===== src/rtl/pulse_pkg.sv =====
// pulse_pkg: shared state encoding and default counter width for the pulse stretcher.
package pulse_pkg;
  localparam int COUNT_WIDTH_DEFAULT = 8;
  typedef enum logic {IDLE = 1'b0, ACTIVE = 1'b1} state_t;
endpackage


===== src/rtl/pulse_stretcher_register.sv =====
// pulse_stretcher_register: plain D register with asynchronous active-low clear to zero.
module pulse_stretcher_register #(
  parameter int WIDTH = 1
) (
  input  logic             clock,
  input  logic             reset_n,
  input  logic [WIDTH-1:0] d,
  output logic [WIDTH-1:0] q
);
  always_ff @(posedge clock or negedge reset_n)
    if (!reset_n) q <= '0;
    else q <= d;
endmodule


===== src/rtl/pulse_stretcher.sv =====
// pulse_stretcher: stretches a one-cycle trigger into a level of programmable length,
// with optional retrigger, synchronous clear and registered done/dropped flags.
module pulse_stretcher
  import pulse_pkg::*;
#(
  parameter int COUNT_WIDTH = COUNT_WIDTH_DEFAULT,
  parameter int RETRIGGER   = 1
) (
  input  logic                   clock,
  input  logic                   reset_n,
  input  logic                   pulse_in,
  input  logic [COUNT_WIDTH-1:0] length_in,
  input  logic                   clear_in,
  output logic                   level_out,
  output logic                   done_pulse_out,
  output logic                   dropped_pulse_out
);
  state_t state, state_next;
  logic [COUNT_WIDTH-1:0] remaining, remaining_next, len_eff;
  logic done_next, dropped_next;
  logic [2:0] q;
  pulse_stretcher_register #(.WIDTH(3)) u_reg (
    .clock  (clock),
    .reset_n(reset_n),
    .d      ({state_next, done_next, dropped_next}),
    .q      (q)
  );
  assign state             = state_t'(q[2]);
  assign done_pulse_out    = q[1];
  assign dropped_pulse_out = q[0];
  assign level_out         = (state == ACTIVE);
  // A zero length still yields a one-cycle level.
  assign len_eff = (length_in == '0) ? COUNT_WIDTH'(1) : length_in;
  always_comb begin
    state_next     = state;
    remaining_next = remaining;
    done_next      = 1'b0;
    dropped_next   = 1'b0;
    if (clear_in) begin
      state_next     = IDLE;
      remaining_next = '0;
    end else if (state == IDLE) begin
      if (pulse_in) begin
        state_next     = ACTIVE;
        remaining_next = len_eff;
      end
    end else if (pulse_in && RETRIGGER != 0) begin
      remaining_next = len_eff;
    end else begin
      dropped_next = pulse_in;
      if (remaining == COUNT_WIDTH'(1)) begin
        state_next     = IDLE;
        remaining_next = '0;
        done_next      = 1'b1;
      end else begin
        remaining_next = remaining - COUNT_WIDTH'(1);
      end
    end
  end
  always_ff @(posedge clock or negedge reset_n)
    if (!reset_n) remaining <= '0;
    else remaining <= remaining_next;
endmodule


===== config.mk =====
export PLATFORM = sky130hd
export DESIGN_NAME = pulse_stretcher
export DESIGN_NICKNAME = d
export VERILOG_FILES = /design/src/rtl/pulse_pkg.sv /design/src/rtl/pulse_stretcher_register.sv /design/src/rtl/pulse_stretcher.sv
export SDC_FILE = /design/constraint.sdc
export NUM_CORES = 1
export LEC_CHECK = 0
export ABC_AREA = 1
export CORE_MARGIN = 1
export CORE_UTILIZATION = 45
export DETAILED_ROUTE_END_ITERATION = 10
export PLACE_DENSITY_LB_ADDON = 0.3
export SYNTH_ARGS = -nofsm -noshare
export SYNTH_HDL_FRONTEND = slang
export SYNTH_SLANG_ARGS = --single-unit
export TNS_END_PERCENT = 30

===== constraint.sdc =====
create_clock -name clock -period 2.72 [get_ports clock]
set_clock_uncertainty 0.1 [all_clocks]
set_input_delay 0.544 -clock clock [delete_from_list [all_inputs] [get_ports clock]]
set_output_delay 0.544 -clock clock [all_outputs]
set_load 0.01 [all_outputs]

==> flow_summary.yaml <==
yosys:
  synth_common_cells: "nand2_1 (40), inv_1 (12), dfrtp_1 (10)"
  synth_top_cell_by_area: "dfrtp_1"
  yosys_warnings: 0
  synth-simple-area-share_pct: 42.76
  synth_edf_count: 0
  ys_types: 25
  synthAdderAreaFrac_pct: 3.448
  synth_top_family_by_area: "simple AND/OR/NAND/NOR gates"
  syn_nets: 121
  synthFlopType: "dfrtp_1"
  synth_compound_area_share_pct: 8.793
  synth_top_area_share_pct: 34.48
  syn-cell-area_um2: 725.7
  ys_async_sr_fraction_pct: 100.0
  syn_inst: 107
  synth_xor_xnor_area_share_pct: 1.207
  synth_area_leaders: "dfrtp_1 (34%), nand2_1 (21%), inv_1 (6.2%), nand3_1 (4.8%), nor2_1 (4.7%)"
  syn_avg_cell_area_um2: 6.782
  ys_seq_area_share_pct: 34.48
  yosysMostFrequentCell: "nand2_1"
  muxShareOfSynthArea_pct: 0
  synth_seq_cells: 10
critical_path:
  worstPathMaxFanout: 6
  arrival_ps: 1360
  worst_setup_path_end_kind: "primary output"
  critPathMaxStageDelay_ps: 600
  cp_num_buf_inv: 1
  critPathKind: "reg2out"
  path_cells: "clkdlybuf4s50_1"
  crit_family: "buffers and inverters"
  startpoint_type: "register"
  cp.required_ps: 2080
  crit_path_top_delay_cell: "clkdlybuf4s50_1"
floorplan:
  die_h_um: 42.16
  die_area_um2: 1777
  io_pins: 15
  start_util_pct: 48.17
  core-area_um2: 1506
  fp-row-count: 14
  die_width_um: 42.16
pwr:
  power_density_nw_per_um2: 441.4
  peakVddDrop_mv: 0.3874
  leakagePower_nw: 0.4623
sta:
  fin_crit_sh_pct: 73.78
  finalSetupTns_ps: 0
  worst_slack_ps: 713.1
  period_needed_ps: 2007
  max_freq_mhz: 498.3
  hold_ws_ps: 493.6
  finalMaxSlewViolations: 0
  finalSetupViolCount: 0
  finalHoldViolations: 0
  rsz0062_at_grt: "no"
cts:
  clock_latency_ps: 260
  cts_made_buffers: 3
  cts.clk_slew.worst_paths_ps: 60
  cts_tree: "yes"
  clk_path_buf_depth: 2
  cts_hold_buffers: 0
  cts_resized: 0
  cts_sinks: 10
  root_buffer: "clkbuf_4"
  cts_max_level: 1
  cts_setup_buffers: 0
layout:
  diodes: 0
  drive_above_1_share_pct: 10.66
  area_delta_synth_final_pct: 22.76
  final_nets: 138
  fillCellCount: 137
  fin_util_pct: 59.14
route:
  wl_per_cell_um: 12.36
  vias: 742
  remaining_drc_errors: 0
  drtIter0Drc: 39
  viasPerCell: 5.377
  antenna_left: 0
  firstDrtPassIters: 5
  drt-total-wl_mm: 1.705
placed_design:
  io_buffers: 13
  place_ws_ps: 731.0
  place.gp.congestion: 0.8895
  post-dp-hpwl_mm: 1.331
run:
  maxCapViolCount: 0
global_routing:
  grt.overflow.total: 0
  grt_pass1_vias: 648
  grt_max_degree: 11
  antenna_found_initial: 0
  grt_pass1_wl_mm: 2.691
  grt_use_total_pct: 20.49
status:
  status: "finished, final reports clean"
min_path:
  hold_class: "reg2reg"
[cell usage in the layout (no fill, tap or decap), drive strengths merged]
master,Yosys,layout
a21o,1,1
a21oi,2,2
clkbuf,0,3
clkdlybuf4s50,0,13
conb,1,1
dfrtp,10,10
ha,2,2
inv,15,15
nand2,42,42
nand3,7,7
nand4,1,1
nor2,13,13
nor3,2,2
nor4,1,1
o21a,1,1
o21ai,5,5
o21bai,1,1
o22ai,1,1
xor2,1,1
[kinds of logic (layout without fill, tap and decap cells)]
family | count (synthesis) | count (layout)
AND/OR/NAND/NOR | 66 | 66
buffers and inverters | 16 | 31
AO/OA/AOI/OAI | 11 | 11
flip-flops | 10 | 10
adder cells (fa/ha/maj) | 2 | 2
other | 1 | 1
XOR/XNOR | 1 | 1
[power breakdown]
| part | switching [mW] | internal, mW | total (mW) |
|---|---|---|---|
| sequential | 0.0185 | 0.160 | 0.179 |
| clock | 0.0471 | 0.0510 | 0.0980 |
| combinational | 0.0664 | 0.0498 | 0.116 |
| total | 0.132 | 0.261 | 0.393 |
[metal layers]
layer | GRT usage, % | wire (um)
met5 | 0 | 0
met2 | 34.38 | 825
met3 | 6.466 | 171
met1 | 24.93 | 676
met4 | 6.875 | 31
[path summary, 6_finish.rpt]
path	start	to	slack [ps]	depth (start not counted)
worst min-delay path	remaining[7]$_DFFE_PN0P_	remaining[7]$_DFFE_PN0P_	490	2
worst max register to register	remaining[1]$_DFFE_PN0P_	remaining[0]$_DFFE_PN0P_	1260	8
worst min register to register	remaining[7]$_DFFE_PN0P_	remaining[7]$_DFFE_PN0P_	490	2
max in group asynchronous	reset_n	remaining[0]$_DFFE_PN0P_	1710	1
worst max-delay path	u_reg.q[2]$_DFF_PN0_	level_out	710	1
min in group asynchronous	reset_n	remaining[5]$_DFFE_PN0P_	500	1
[sequential cells by signal, indices dropped and copies added, names as in the netlist]
name	flops
remaining	8
u_reg.q	2
[layout make-up]
| cell class | count | area (um^2) | area share (%) |
|---|---|---|---|
| Inverter | 15 | 56.30 | 6.320 |
| Timing Repair Buffer | 13 | 130.1 | 14.61 |
| Sequential cell | 10 | 250.2 | 28.09 |
| Tap cell | 16 | 20.02 | 2.247 |
| Multi-Input combinational cell | 81 | 411.6 | 46.21 |
| Clock buffer | 3 | 22.52 | 2.528 |
[worst min-delay path, stage by stage, from the launching register on]
cell and delay (ps):
dfrtp_1 420, nand2_1 80, nand2_1 60
[stage by stage]
step	total power, mW	instance area, um^2	std cells
floorplan	0.2529	725.7	107
global placement	0.2939	868.3	135
detailed placement	0.2956	868.3	135
CTS	0.3941	890.9	138
global route	0.4174	890.9	138
finish	0.3933	890.9	138
No activity file was read; power rests on OpenSTA's default activity.
